[src/rtl/axi_ni_send_payload_serializer.sv]
// Packs one write payload (byte enables + data) into the NoC request-payload layout
// and streams it out as body/tail flits, one flit per accepted handshake.
module axi_ni_send_payload_serializer #(
  parameter int FLIT_WIDTH  = 32,
  parameter int FTYPE_WIDTH = 2,
  parameter int DATA_WIDTH  = 32,
  parameter int BE_WIDTH    = DATA_WIDTH/8,
  parameter int ENDIANNESS  = 0,
  parameter logic [FTYPE_WIDTH-1:0] BODY_TYPE = 2'b01,
  parameter logic [FTYPE_WIDTH-1:0] TAIL_TYPE = 2'b10,
  localparam int BASE_WIDTH = FLIT_WIDTH - FTYPE_WIDTH,
  localparam int NFLITS     = (BE_WIDTH + DATA_WIDTH + BASE_WIDTH - 1) / BASE_WIDTH,
  localparam int CNT_W      = (NFLITS > 1) ? $clog2(NFLITS) : 1
) (
  input  logic                  clk,
  input  logic                  rst,
  input  logic                  load_valid,
  output logic                  load_ready,
  input  logic [BE_WIDTH-1:0]   be_in,
  input  logic [DATA_WIDTH-1:0] data_in,
  output logic [FLIT_WIDTH-1:0] flit_out,
  output logic                  flit_valid,
  input  logic                  flit_ready,
  output logic [CNT_W-1:0]      flit_count,
  output logic                  busy
);

  localparam int P_W   = NFLITS * BASE_WIDTH;
  localparam int NB    = DATA_WIDTH / 8;
  localparam logic [CNT_W-1:0] LAST = CNT_W'(NFLITS - 1);

  typedef enum logic [0:0] {IDLE, SEND} state_t;

  state_t                state, state_nxt;
  logic [P_W-1:0]        p, p_nxt, p_load;
  logic [CNT_W-1:0]      cnt, cnt_nxt;
  logic [DATA_WIDTH-1:0] d_sw;

  // Big-endian mode mirrors bytes so the receive side can undo it symmetrically.
  for (genvar i = 0; i < NB; i++) begin : g_bswap
    assign d_sw[8*i +: 8] = (ENDIANNESS != 0) ? data_in[8*(NB-1-i) +: 8] : data_in[8*i +: 8];
  end

  always_comb begin
    p_load = '0;
    p_load[BE_WIDTH-1:0] = be_in;
    p_load[BE_WIDTH +: DATA_WIDTH] = d_sw;
  end

  function automatic logic [FLIT_WIDTH-1:0] flit_of(input logic [P_W-1:0] pv,
                                                    input logic [CNT_W-1:0] k);
    return {pv[BASE_WIDTH*k +: BASE_WIDTH], (k == LAST) ? TAIL_TYPE : BODY_TYPE};
  endfunction

  assign flit_valid = (state == SEND);
  assign busy       = (state == SEND);
  assign flit_count = cnt;
  assign load_ready = !rst && ((state == IDLE) ||
                               (state == SEND && cnt == LAST && flit_ready));

  always_comb begin
    state_nxt = state;
    cnt_nxt   = cnt;
    p_nxt     = p;
    unique case (state)
      IDLE: begin
        if (load_valid) begin
          state_nxt = SEND;
          cnt_nxt   = '0;
          p_nxt     = p_load;
        end
      end
      SEND: begin
        if (flit_ready) begin
          if (cnt != LAST) begin
            cnt_nxt = cnt + CNT_W'(1);
          end else if (load_valid) begin
            // Tail and next load share a cycle: no bubble between payloads.
            cnt_nxt = '0;
            p_nxt   = p_load;
          end else begin
            state_nxt = IDLE;
          end
        end
      end
      default: state_nxt = IDLE;
    endcase
  end

  always_ff @(posedge clk) begin
    if (rst) begin
      state    <= IDLE;
      p        <= '0;
      cnt      <= '0;
      flit_out <= '0;
    end else begin
      state    <= state_nxt;
      p        <= p_nxt;
      cnt      <= cnt_nxt;
      flit_out <= flit_of(p_nxt, cnt_nxt);
    end
  end

endmodule

[config.mk]
export PLATFORM = sky130hd
export DESIGN_NAME = axi_ni_send_payload_serializer
export DESIGN_NICKNAME = d
export VERILOG_FILES = /design/src/rtl/axi_ni_send_payload_serializer.sv
export SDC_FILE = /design/constraint.sdc
export NUM_CORES = 1
export LEC_CHECK = 0
export ABC_AREA = 1
export BUFFER_PORTS_ARGS = -buffer_cell sky130_fd_sc_hd__buf_2
export CORE_MARGIN = 2
export CORE_UTILIZATION = 60
export CTS_BUF_LIST = sky130_fd_sc_hd__clkbuf_8
export CTS_CLUSTER_DIAMETER = 100
export DETAILED_ROUTE_END_ITERATION = 10
export PLACE_DENSITY = 0.87
export SLEW_MARGIN = 10
export SYNTH_ARGS = -nofsm -noshare
export SYNTH_HDL_FRONTEND = slang
export SYNTH_SLANG_ARGS = --single-unit
[constraint.sdc]
create_clock -name clk -period 3 [get_ports clk]
set_input_delay 0.6 -clock clk [delete_from_list [all_inputs] [get_ports clk]]
set_output_delay 0.6 -clock clk [all_outputs]
set_load 0.01 [all_outputs]
[Word-level counts from Yosys, hierarchy flattened]
Index checks and enable logic that the tools add are counted.
W data, S select, Z words.
Cells by class
  $lt $le $gt $ge: 0
  divide/modulo/power cells: 0
  reduce and logical (&&, ||, !) cells: 5
  equal/unequal tests: 0
  $mul: 1
  shifts and indexed selects: 1
  $add $sub $neg: 1
  bitwise operators: 1
  multiplexer cells: 14
Operators with widths (number)
  $mux W60: 3
  $pmux W60 S2: 1
  $shiftx A60 B7 Y30: 1
  $mux W1: 7
  $mul A4 B1 Y5 const A: 1
  $pmux W1 S2: 2
  $logic_and A1 B1 Y1: 3
  $mux W2: 1
  $add A1 B1 Y1 const B: 1
  $logic_not A1 Y1: 1
  $logic_or A1 B1 Y1: 1
  $not A1 Y1: 1
Storage, ports and cells
  bits in latches: 0
  word-level logic and storage cells: 27
  bits in registers: 94
  memory bits (writable): 0
  memories kept: 0
  output and inout bits: 36
  ROM bits: 0
  input bits: 40

[Longest topological paths before layout]
Gate-level depths: netlist (run 1).
  depth in word-level cells: 6
  depth in mapped cells: 8
  gate-level depth less buffers: 7

[Worst setup path after synthesis (run 1)]
Ideal clock, no wire load.
  path kind: in2out
  start point: input flit_ready
  end point: output load_ready
  setup slack: 1.191 ns
  arrival time: 1.209 ns
  data required time: 2.400 ns
  buffers on the path: 2
  stages on the path: 6
  cell sequence: nand2_1 -> nand2_2 -> buf_6 -> buf_6 -> inv_1 -> nor2_1
Between the ends
  word-level cells in the longest chain between the ends: 3
Ends and longest elaborated chain
  start, declared: line 23  | input logic flit_ready,
  $logic_and A1 B1 Y1: line 59  | (state == SEND && cnt == LAST && flit_ready));
  $logic_or A1 B1 Y1: line 58  | assign load_ready = !rst && ((state == IDLE) ||
  $logic_and A1 B1 Y1: line 58
  end, declared: line 18  | output logic load_ready,
No other way between the ends.

==> results summary, run 1 <==
The run finished with clean final reports. Measured along the x axis, the die boundary spans between 80 and 90 um. The number of max-slew violations in the final report was 0.

The sequential cell area in the final layout is around 1900 um2. The core utilization of the finished layout came out at 0.6912. The area of the multi-input gates came out at 1346 um2. The worst reg-to-reg setup slack came out at 1.13 ns.

In this run the critical register-to-register path is captured at flit_out[27]$_SDFF_PP0_. Leaving out fill and tap cells, the most frequent cell in the layout is sky130_fd_sc_hd__nand2_1. The synthesized netlist net count came out at between 500 and 600. The routed design could run at a clock period as short as 2.040 ns. The TritonCTS clock tree is yes. The clock insertion delay at the later pin of the skew report is 0.35 ns. The power per standard cell area came out at 589.0 nW/um2. Setup slack closes at 0.9604 ns.

The register clock-pin slew on the reported worst setup and hold paths is 0.08 ns. Across the routed clock network, the largest skew measured is 0.006275 ns. The final non-filler cell total is 598.

The routed wire length came out at 7.435 mm. The tree is rooted in a sky130_fd_sc_hd__clkbuf_8. The arrival time at the worst endpoint came out at 1.44 ns. The first-pass iteration count of the detailed router is 4. The maximum achievable frequency is between 400 and 500 MHz. The share of post-route cells with drive strength above 1 came out at 0.1836. The share of the yosys chip area belonging to registers is 0.5190. The capture point of the worst path is load_ready.

At the end of routability-driven placement, the weighted congestion stood at around 0.75. After synthesis, the cell types taking the most area are sky130_fd_sc_hd__dfxtp_1 52%, sky130_fd_sc_hd__nand2_1 13%, sky130_fd_sc_hd__nor2_1 6.4%, sky130_fd_sc_hd__nand4_1 5.8%, sky130_fd_sc_hd__nand3b_1 5.7%. After detailed routing, the average wire length per cell comes to 12.43 um. Summed over all cells, the static leakage comes to 2.080 nW. The post-placement setup slack came out at 0.7425 ns. The setup path with the least slack is of type reg -> out.

After floorplanning, the core was divided into 28 placement rows. The count of mapped cells out of synthesis came out at ~460. The worst-case vdd ir drop is approximately 0.00033 V.

The die extent in y is 81.32 um. The proportion of netlist area held by the largest area contributor is 0.5190. The headroom to the max-slew limit came out at 0.3412. The area added between synthesis and finish came out at 12.73%. The floorplan core area is slightly below 6000 um2. Once detailed placement completed, the half-perimeter wirelength came to 4.578 mm. The area of the mapped netlist is 3587 um2. At the pin with the least slew margin, the transition time is 0.9883 ns. Across the run, the number of max-cap violations was 0. For this configuration, the core starts out at a cell density of 0.6131.

The worst register-to-register path has a depth of 7. The diode insertion count for antenna repair came out at 0. The worst-case clock buffer depth is 2.

The number of fillers in the final layout is 460. STA classifies the critical path startpoint as a register. The post-placement cell count came out at roughly 580. In the finished design, the share of the clock period the worst path needs comes to 0.6799. The worst hold path class is reg -> reg. Setup violations remaining at the end of the flow were counted as 0. The register bit count reported by yosys is 93.

The initial DRC count came out at 194. The final hold violation count came out at 0. The count of boundary I/O pins is 76. The largest net degree at the start of global routing is 63.

The library cells used most frequently in the layout, excluding fill and tap cells, are 127 x sky130_fd_sc_hd__nand2_1, 93 x sky130_fd_sc_hd__dfxtp_1, 75 x sky130_fd_sc_hd__buf_2. The number of buffers created by CTS is 9. The number of global-route vias before repair is 2898. The sum of overflow across all layers after global routing came out at 0.

After clock tree synthesis, the repair step resized 0 gates. The count of nets left with antenna violations once routing finished came out at 0. The clock tree synthesis step divided the H-tree into 3 levels. The origin of the worst setup path is flit_out[1]$_SDFF_PP0_. The number of buffers added to fix hold violations after cts came out at 0. The via-per-instance ratio came out at 5.064.

The worst-path maximum fanout is 19. The count of input and output buffers came out at 75. The total die area came out at 6613 um2. Setup repair after global routing left no endpoint under its margin. After clock tree synthesis, the setup repair step added 0 buffers.

The per-instance average area after synthesis is 7.748 um2. The net count of the finished layout is 558. The data required time at the worst endpoint came out at about 2.4 ns. The CTS sink count is 93.

The count of warnings emitted by yosys is 0. The overall global routing resource usage came out at 0.2392. The worst register-to-register path begins at flit_out[1]$_SDFF_PP0_. The count of distinct cell types in the synthesized netlist is 16.

The first global-routing pass estimated 12.13 mm of wire. The initial antenna violation count was 0. The largest total area in the synthesized netlist belongs to sky130_fd_sc_hd__dfxtp_1. STA classifies the critical path endpoint as a primary output. The via count came out at slightly above 3000. The overall power of the completed layout is 2.382 mW. For the final routed database, the setup TNS stands at 0 ns. The DRC violations left is 0.
==> worst min path at each step <==
stage                startpoint          endpoint  slack [ns]  cells after the start
2_1_floorplan  p[49]$_SDFF_PP0_  p[49]$_SDFF_PP0_        0.42                      2
6_report       p[39]$_SDFF_PP0_  p[39]$_SDFF_PP0_        0.44                      2
3_3_place_gp   p[40]$_SDFF_PP0_  p[40]$_SDFF_PP0_        0.43                      2
3_5_place_dp   p[39]$_SDFF_PP0_  p[39]$_SDFF_PP0_        0.43                      2
5_1_grt        p[52]$_SDFF_PP0_  p[52]$_SDFF_PP0_        0.46                      2
4_1_cts        p[39]$_SDFF_PP0_  p[39]$_SDFF_PP0_        0.44                      2
==> power by group <==
group	total [mW]	internal (mW)	leakage, nW	switching, mW
combinational	0.323	0.114	1.21	0.209
clock	0.728	0.334	0.104	0.394
sequential	1.33	1.31	0.764	0.0221
==> cells by family (layout without fill, tap and decap cells) <==
group | after synthesis | in the layout | synth area share
and+or+nand+nor | 288 | 288 | 0.3711
DFF | 93 | 93 | 0.5190
buffers and inverters | 79 | 139 | 0.1057
AOI/OAI and AO/OA | 3 | 3 | 0.004184
==> critical path, cell delays in order (launching register included) <==
cell	delay, ns
sky130_fd_sc_hd__dfxtp_1	0.38
sky130_fd_sc_hd__nand2_1	0.08
sky130_fd_sc_hd__nand2_2	0.31
sky130_fd_sc_hd__inv_1	0.10
sky130_fd_sc_hd__nor2_1	0.09
sky130_fd_sc_hd__buf_2	0.14
==> synth_stat cells <==
library cell and number:
sky130_fd_sc_hd__a21oi_1 3, sky130_fd_sc_hd__and3_1 2, sky130_fd_sc_hd__buf_2 15, sky130_fd_sc_hd__buf_4 9
sky130_fd_sc_hd__buf_6 4, sky130_fd_sc_hd__clkbuf_1 7, sky130_fd_sc_hd__dfxtp_1 93, sky130_fd_sc_hd__inv_1 42
sky130_fd_sc_hd__inv_2 2, sky130_fd_sc_hd__nand2_1 127, sky130_fd_sc_hd__nand2_2 1, sky130_fd_sc_hd__nand2_4 2
sky130_fd_sc_hd__nand3_1 35, sky130_fd_sc_hd__nand3b_1 27, sky130_fd_sc_hd__nand4_1 33, sky130_fd_sc_hd__nor2_1 61
==> layer usage <==
layer,up-vias,wire length [um],track usage
met4,0,162,0.1390
li1,1569,-,-
met5,-,0,0
met1,1339,3167,0.2673
met2,104,3653,0.4115
met3,16,451,0.05889
==> state kept, by name, indices dropped and copies added (netlist names) <==
signal	cells
p	60
flit_out	32
busy	1
==> through the flow <==
| stage | cell area, um2 | hold slack [ns] |
|---|---|---|
| after global placement | 3872 | 0.4266 |
| after detailed placement | 3872 | 0.4288 |
| after CTS | 4044 | 0.4420 |
| after global routing | 4044 | 0.4608 |
| after floorplan | 3587 | 0.4176 |
| final | 4044 | 0.4419 |
==> cell type report <==
class,count,area share
clock buffer,11,0.03744
clock inverter,5,0.004950
inverter,44,0.04084
multi-input combinational,291,0.3329
sequential,93,0.4604
tap,75,0.02321
timing repair buffer,79,0.1002
Note: power is estimated with default switching activity, not from simulation.
==> run 2, diff against run 1 <==
ABC_AREA = 0   (was 1)
CORE_UTILIZATION = 54   (was 60)
PLACE_DENSITY = 0.81   (was 0.87)
clock period = 1.9 ns   (was 3 ns; I/O delays follow)
==> run 2 against run 1 <==
  * Combinational power grew 41%
  * Worst hold slack got worse by 0.18 ns
  * Count of clock-buffer cells in the layout is 1 lower
  * Wire length decreased by 24%
  * Clock skew is 0.0014 ns lower
  * Total power rose by 60%
  * Clock power grew 73%
  * Global-route usage decreased by 4.9 points
  * First-iteration DRC count is 58% lower
  * Die area down 3.1%
  * Via count fell by 23%
==> results summary, run 2 <==
The number of global-route vias before repair came out at 2225 (-23%). The startpoint identified for the worst register-to-register timing path is busy$_SDFF_PP0_. The core utilization of the finished layout is 0.6698 (-0.02136). The most instantiated library cell after synthesis is sky130_fd_sc_hd__dfxtp_1. The number of flops mapped to enable cells by yosys came to 0 (unchanged). The CTS H-tree depth is 3 (unchanged).

The number of cell rows is 27 (-3.6%). The final hold violation count is 0 (unchanged). In this run the worst setup path begins at busy$_SDFF_PP0_. After synthesis, the most frequently instantiated cells are 93 x sky130_fd_sc_hd__dfxtp_1, 59 x sky130_fd_sc_hd__nor2_1, 30 x sky130_fd_sc_hd__a211oi_1, 30 x sky130_fd_sc_hd__nand2_1. The share of post-route cells with drive strength above 1 came out at 0.2661 (+0.08259).

The length in cells of the worst reg-to-reg path is 5 (-2). The number of buffers added to fix hold violations after cts came out at 0 (unchanged). The number of max-slew violations in the final report is 0 (unchanged). The per-instance average area after synthesis is 10.04 um2 (+30%). The area of the mapped netlist is 3123 um2 (-13%). The detailed-route wire length per cell came out at 12.25 um (-1.5%). The via-per-instance ratio is 5.098 (+0.68%).

The startpoint type of the worst setup path is a register. The share of async-settable or async-resettable flops after synthesis came out at 0 (unchanged). The final weighted congestion of routability-driven global placement is 0.7470 (-0.84%). The DRC violations left is 0 (unchanged). The half-perimeter wire length after detailed placement is 3.791 mm (-17%).

In this run the critical register-to-register path is captured at flit_out[16]$_SDFF_PP0_. Summed over all instances, the cell type with the most area after synthesis is sky130_fd_sc_hd__dfxtp_1. The TritonCTS clock tree is yes. The headroom to the max-slew limit came out at 0.7370 (+0.3959). The flip-flop count of the largest register, all copies and words added came out at 60 (unchanged).

The worst path in the final design needs a cycle of 1.605 ns, including I/O delays and setup. Leaving out fill and tap cells, the most frequent cell in the layout is sky130_fd_sc_hd__dfxtp_1. The total die area is 6408 um2 (-3.1%). The largest net degree at the start of global routing came out at 56 (-11%). The transition time at the pin with the least slew margin is 0.3944 ns (-0.5938 ns). The register clock-pin slew on the reported worst setup and hold paths is 0.08 ns (about the same).

The count of input and output buffers came out at 75 (unchanged). The count of distinct cell types in the synthesized netlist is 18 (+2). Setup repair after global routing left no endpoint under its margin.

The synthesized netlist net count came out at 351 (-30%). The via count came out at 2340 (-23%). The kind of end point of the critical path is a primary output. The worst-case vdd ir drop is 0.0005987 V (+79%). The power per standard cell area came to 1025 nW/um2 (+74%). The final layout net count was 422 (-24%). The initial core utilization came out at 0.5637 (-0.04945). The first-pass iteration count of the detailed router is 4 (unchanged). The final setup skew is 0.004875 ns (-0.001399 ns). The number of max-cap violations came out at 0 (unchanged). Walking the worst path, the cells encountered are a21boi_2 -> nor2_1 -> buf_2. The initial DRC count came out at 82 (-58%).

The library cells used most frequently in the layout, excluding fill and tap cells, are 93 x sky130_fd_sc_hd__dfxtp_1, 75 x sky130_fd_sc_hd__buf_2, 59 x sky130_fd_sc_hd__nor2_1. The count of warnings emitted by yosys came out at 0 (unchanged). The sum of overflow across all layers after global routing came to 0 (unchanged).

Static timing analysis puts the maximum clock frequency at 622.9 MHz. The post-CTS resize count is 0 (unchanged). The critical path class is reg -> out. The worst reg-to-reg setup slack is 0.32 ns (-0.81 ns). The final period utilization came out at 0.8449.

The total setup buffers inserted after CTS came to 0 (unchanged). The CTS sink count came out at 93 (unchanged). The count of boundary I/O pins came out at 76 (unchanged). The arrival time at the worst endpoint came out at 1.23 ns (-0.21 ns). The initial antenna violation count is 0 (unchanged). The proportion of netlist area held by the largest area contributor came out at 0.5962 (+0.07714).

The final number of setup-violating endpoints is 0 (unchanged). By area the synthesized netlist is led by sky130_fd_sc_hd__dfxtp_1 60%, sky130_fd_sc_hd__mux2i_1 7.7%, sky130_fd_sc_hd__a211oi_1 7.2%, sky130_fd_sc_hd__nor2_1 7.1%, sky130_fd_sc_hd__and2_1 4.8%. The floorplan core area is 5540 um2 (-5.3%).

The largest register by flop count is p. The data required time at the worst endpoint is 1.52 ns (-0.88 ns). The clock insertion delay at the later pin of the skew report is 0.35 ns (about the same). The aggregate negative setup slack came to 0 ns (unchanged). The count of nets left with antenna violations after detail routing is 0 (unchanged).

The flow ran to the end, and the final reports show no timing, DRC or antenna violations. The largest individual stage delay along the critical path comes from the cell sky130_fd_sc_hd__dfxtp_1. The share of the yosys chip area belonging to registers is 0.5962 (+0.07714). The worst-path maximum fanout is 5 (-14). The register bit count reported by yosys came to 93 (unchanged). The diode insertion count for antenna repair came out at 0 (unchanged). The cell sitting at the root of the clock tree is a sky130_fd_sc_hd__clkbuf_8. The overall global routing resource usage was 0.1906 (-0.04862). The routed wire length is 5.621 mm (-24%). The final instance area is 3711 um2 (-8.2%). Compared with the post-synthesis result, the final layout area differs by 18.83%. Among all flip-flop cells after synthesis, the most frequent one is sky130_fd_sc_hd__dfxtp_1.

The die extent in y came out at 80.05 um (-1.6%). The cell area reported after detailed placement came out at 3518 um2 (-9.1%). The count of mapped cells out of synthesis came out at 311 (-33%). The critical path ends at load_ready. In this run the worst hold path is classified as in -> reg. The wire length of the first global-routing pass came to 9.480 mm (-22%). The number of buffers created by CTS is 9 (unchanged).

The delay of the slowest cell on the worst path is 0.39 ns (about the same). The leakage power total is 1.692 nW (-19%). The worst-case clock buffer depth is 2 (unchanged).

The horizontal die dimension is 80.05 um (-1.6%).
## run 2: cell count changes in the layout (fill, tap and decap cells not counted), sizes merged, moves of 2 or more
cell	before	now
inv	48	2
nand3b	27	0
a211oi	0	30
nand4	33	0
nand2	130	30
a21oi	3	19
mux2i	0	24
and2	0	24
nand2b	0	2
buf	79	85
nand3	35	0
and3	2	0
## run 2: how the worst min path moves through the flow
stage,from,to,cells past startpoint
floorplan,p[36]$_SDFF_PP0_,p[36]$_SDFF_PP0_,1
global placement,p[30]$_SDFF_PP0_,p[30]$_SDFF_PP0_,2
detailed placement,p[49]$_SDFF_PP0_,p[49]$_SDFF_PP0_,1
CTS,data_in[29],p[33]$_SDFF_PP0_,3
global route,data_in[26],p[30]$_SDFF_PP0_,3
finish,data_in[27],p[31]$_SDFF_PP0_,3
## run 2: final cells by class
class | instances | area [um2]
sequential | 93 | 1862
fill | 457 | 1829
multi-input combinational | 193 | 1104
timing repair buffer | 85 | 462.9
clock buffer | 10 | 137.6
tap | 72 | 90.09
clock inverter | 6 | 55.05
## run 2: per-layer routing
metal | global-route usage | vias up | routed length [um]
li1 | - | 1174 | -
met1 | 0.2062 | 1093 | 2489
met2 | 0.3375 | 65 | 2700
met3 | 0.07640 | 8 | 365
met4 | 0.06271 | 0 | 65
met5 | 0 | - | 0
## run 2: report_power, final
part           internal [mW]  switching [mW]
Combinational          0.194           0.260
Sequential              2.06          0.0336
Clock                  0.630           0.629
## run 2: logic make-up (layout without fill, tap and decap cells)
family | after synthesis | count (layout) | share of synthesized area
AOI/OAI and AO/OA | 52 | 52 | 0.1110
buffers and inverters | 25 | 101 | 0.05208
DFF | 93 | 93 | 0.5962
muxes | 24 | 24 | 0.07692
and+or+nand+nor | 117 | 117 | 0.1639
## run 2: critical path, delay by kind of cell (launching register included)
family / cells / cell delay [ns]
AO/OA/AOI/OAI: 1 / 0.29
buffers and inverters: 1 / 0.14
flip-flops: 1 / 0.39
AND/OR/NAND/NOR: 1 / 0.06
## run 2: per-stage QoR
step	std cells	setup slack (ns)	total power, mW	hold slack [ns]
after floorplan	311	0.5060	2.443	0.4305
after global placement	443	0.3068	2.584	0.4419
after detailed placement	443	0.2781	2.597	0.4444
after CTS	459	0.2754	3.839	0.2462
after global routing	459	0.2081	3.977	0.2683
final	459	0.2947	3.806	0.2578
==> run 3, diff against run 2 <==
CORE_UTILIZATION = 49   (was 54)
PLACE_DENSITY = 0.77   (was 0.81)
clock period = 1.3 ns   (was 1.9 ns; I/O delays follow)
==> run 3 against run 2 <==
  * The flow now finishes with violations (negative setup slack)
  * Core utilization grew 0.098 points
  * Die area increased by 9.7%
  * Sequential power rose by 47%
  * Clock power is 65% higher
  * Setup slack worse by 0.39 ns
  * Sequential share of layout area is 5.6 points lower
  * Sequential cell count did not move
  * Combinational power increased by 96%
  * Non-clock buffer count up 9
  * Count of clock-buffer cells in the layout rose by 4
  * Global-route usage shrank 1.4 points
  * Critical path type unchanged
  * Highest routed layer unchanged
==> results summary, run 3 (synthesis results as in run 2) <==
The wire length of the first global-routing pass came out at 9.977 mm (+5.2%). TritonCTS built the clock tree. The flow ran to the end, but the final reports show violations. The delay of the slowest cell on the worst path came out at 0.36 ns (-0.03 ns). The number of fillers in the final layout came out at 503 (+10%). The headroom to the max-slew limit is 0.8610 (+0.1239). The final weighted congestion of routability-driven global placement is 0.7598 (+1.7%).

The register clock-pin slew on the reported worst setup and hold paths is 0.08 ns (about the same). The minimum setup slack in the final design is -0.09754 ns (-0.3923 ns). The final reports fail on negative setup slack. The worst-path maximum fanout is 4 (-1).

The count of boundary I/O pins is 76 (unchanged). The overall power of the completed layout came out at 6.040 mW (+59%). The data required time at the worst endpoint came out at 1.04 ns (-0.48 ns). The worst-case clock buffer depth came out at 2 (unchanged). The DRC violations left is 0 (unchanged). The share of post-route cells with drive strength above 1 is 0.3914 (+0.1253). The transition time at the pin with the least slew margin was 0.2045 ns (-0.1900 ns). More flip-flops sit in one register than any other, and that register is p. The number of max-cap violations came out at 0 (unchanged).

The floorplan core area came out at 6241 um2 (+13%). The routed wire length is 6.029 mm (+7.3%). The final layout net count came out at 431 (+2.1%). The largest net degree at the start of global routing came out at 29 (-48%). The clock insertion delay at the later pin of the skew report is 0.34 ns (about the same).

The post-placement setup slack is -0.08285 ns (-0.3610 ns). The sum of overflow across all layers after global routing came out at 0 (unchanged). The leakage power total came out at 1.834 nW (+8.4%). Among cell families on the critical path, the largest total delay comes from flip-flops. The horizontal die dimension is 83.84 um (+4.7%). The signal on the critical path passes through a21boi_4 -> nor2_1 -> buf_2. The initial core utilization is 0.5004 (-0.06328). The die extent in y was 83.84 um (+4.7%). The final number of setup-violating endpoints came out at 73 (+73). The area of the multi-input gates came out at 1326 um2 (+20%). For this run, the top clock speed supported by timing is 715.5 MHz. The sequential cell area in the final layout is 1864 um2 (+0.13%). The area added between synthesis and finish is 34.05%. The overall global routing resource usage came out at 0.1770 (-0.01352). The initial DRC count is 72 (-12%).

The count of input and output buffers is 75 (unchanged). The final period utilization came out at 1.075. The initial antenna violation count is 0 (unchanged). The detailed-route wire length per cell came to 12.75 um (+4.1%). The CTS H-tree depth came out at 3 (unchanged).

The via-per-instance ratio came to 4.947 (-3.0%). The half-perimeter wire length after detailed placement came out at 3.859 mm (+1.8%). The flip-flop count of the largest register, all copies and words added came out at 60 (unchanged). The number of max-slew violations in the final report came out at 0 (unchanged).

The count of buffering cells on the critical path with inverters included came out at 1 (unchanged). The power per standard cell area is 1443 nW/um2 (+41%). The path class of the tightest hold or removal check is in -> reg. The final hold violation count is 0 (unchanged). The worst hold slack across all endpoints came out at 0.1629 ns (-0.09494 ns). The first-pass iteration count of the detailed router came to 4 (unchanged). The critical path class is reg -> out. The library cell contributing the largest single delay on the critical path is sky130_fd_sc_hd__dfxtp_2. Leaving out fill and tap cells, the most frequent cell in the layout is sky130_fd_sc_hd__dfxtp_1.

The number of cell rows came out at 29 (+7.4%). Setup repair after global routing could not meet its margin everywhere. In the layout the commonest cells are 91 x sky130_fd_sc_hd__dfxtp_1, 75 x sky130_fd_sc_hd__buf_2, 59 x sky130_fd_sc_hd__nor2_1.

The arrival time at the worst endpoint came out at 1.14 ns (-0.09 ns). The count of nets left with antenna violations after detail routing was 0 (unchanged). The number of buffers added to fix hold violations after cts came to 0 (unchanged). Clock tree synthesis selected as its root buffer the cell sky130_fd_sc_hd__clkbuf_8. The number of buffers created by CTS came to 9 (unchanged). The kind of end point of the critical path is a primary output.

The time the worst path needs with I/O delays and setup is ~1.4 ns. The worst-case vdd ir drop is 0.001104 V (+84%). The startpoint type of the worst setup path is a register.

The final setup skew came out at 0.007032 ns (+0.002157 ns). The via count was 2340 (unchanged). The total die area came to 7028 um2 (+9.7%).

The CTS sink count came out at 93 (unchanged). The diode insertion count for antenna repair came out at 0 (unchanged). The number of global-route vias before repair was 2175 (-2.2%).
run 3: changes by cell type in the layout (fill, tap and decap cells not counted), sizes merged:
| cell | change |
|---|---|
| buf | +8 |
| clkbuf | +5 |
| clkinv | -2 |
| inv | -2 |
run 3: through the flow:
stage               area [um2]  std cells  TNS, ns  utilization
CTS                       3974        470   -2.724       0.6367
finish                    4187        473   -2.780       0.6708
global placement          3647        453  -0.4320       0.5844
floorplan                 3133        311  -0.1679            -
detailed placement        3647        453   -1.267       0.5844
global route              4187        473   -8.208       0.6708
run 3: power breakdown:
| group | switching (mW) | internal [mW] |
|---|---|---|
| sequential | 0.0585 | 3.01 |
| combinational | 0.458 | 0.430 |
| clock | 0.930 | 1.15 |
run 3: timing repair:
action | CTS | global route
buffers inserted | 0 | 2
gates cloned | 1 | 1
pin swaps | 2 | 12
setup endpoints to repair | 52 | 88
gates resized for setup | 15 | 42
hold endpoints to repair | 0 | 0
run 3: worst register-to-register path: cells and delay by family, from the launching register on:
family,cells,cell delay (ns)
flops,1,0.34
mux,1,0.28
compound gates,2,0.25
simple gates,1,0.20
buf+inv,1,0.20
run 3: final timing paths:
check             startpoint                 endpoint  slack [ns]  depth (start not counted)
min reg2reg  p[0]$_SDFF_PP0_          p[0]$_SDFF_PP0_        0.46                          2
min                 be_in[2]          p[2]$_SDFF_PP0_        0.16                          3
max          busy$_SDFF_PP0_               load_ready        -0.1                          3
max reg2reg  busy$_SDFF_PP0_  flit_out[12]$_SDFF_PP0_       -0.09                          5
run 3: per-layer routing:
metal,global-route usage,wire length (um)
met1,0.2320,2697
met2,0.2851,2988
met3,0.03660,251
met4,0.07478,92
met5,0,0
run 3: layout make-up:
type | instances | share of cell area
multi-input cells | 193 | 0.3168
clock buffers | 14 | 0.04603
repair buffers | 94 | 0.1599
flip-flops and latches | 93 | 0.4453
well taps | 77 | 0.02301
clock inverters | 2 | 0.008966
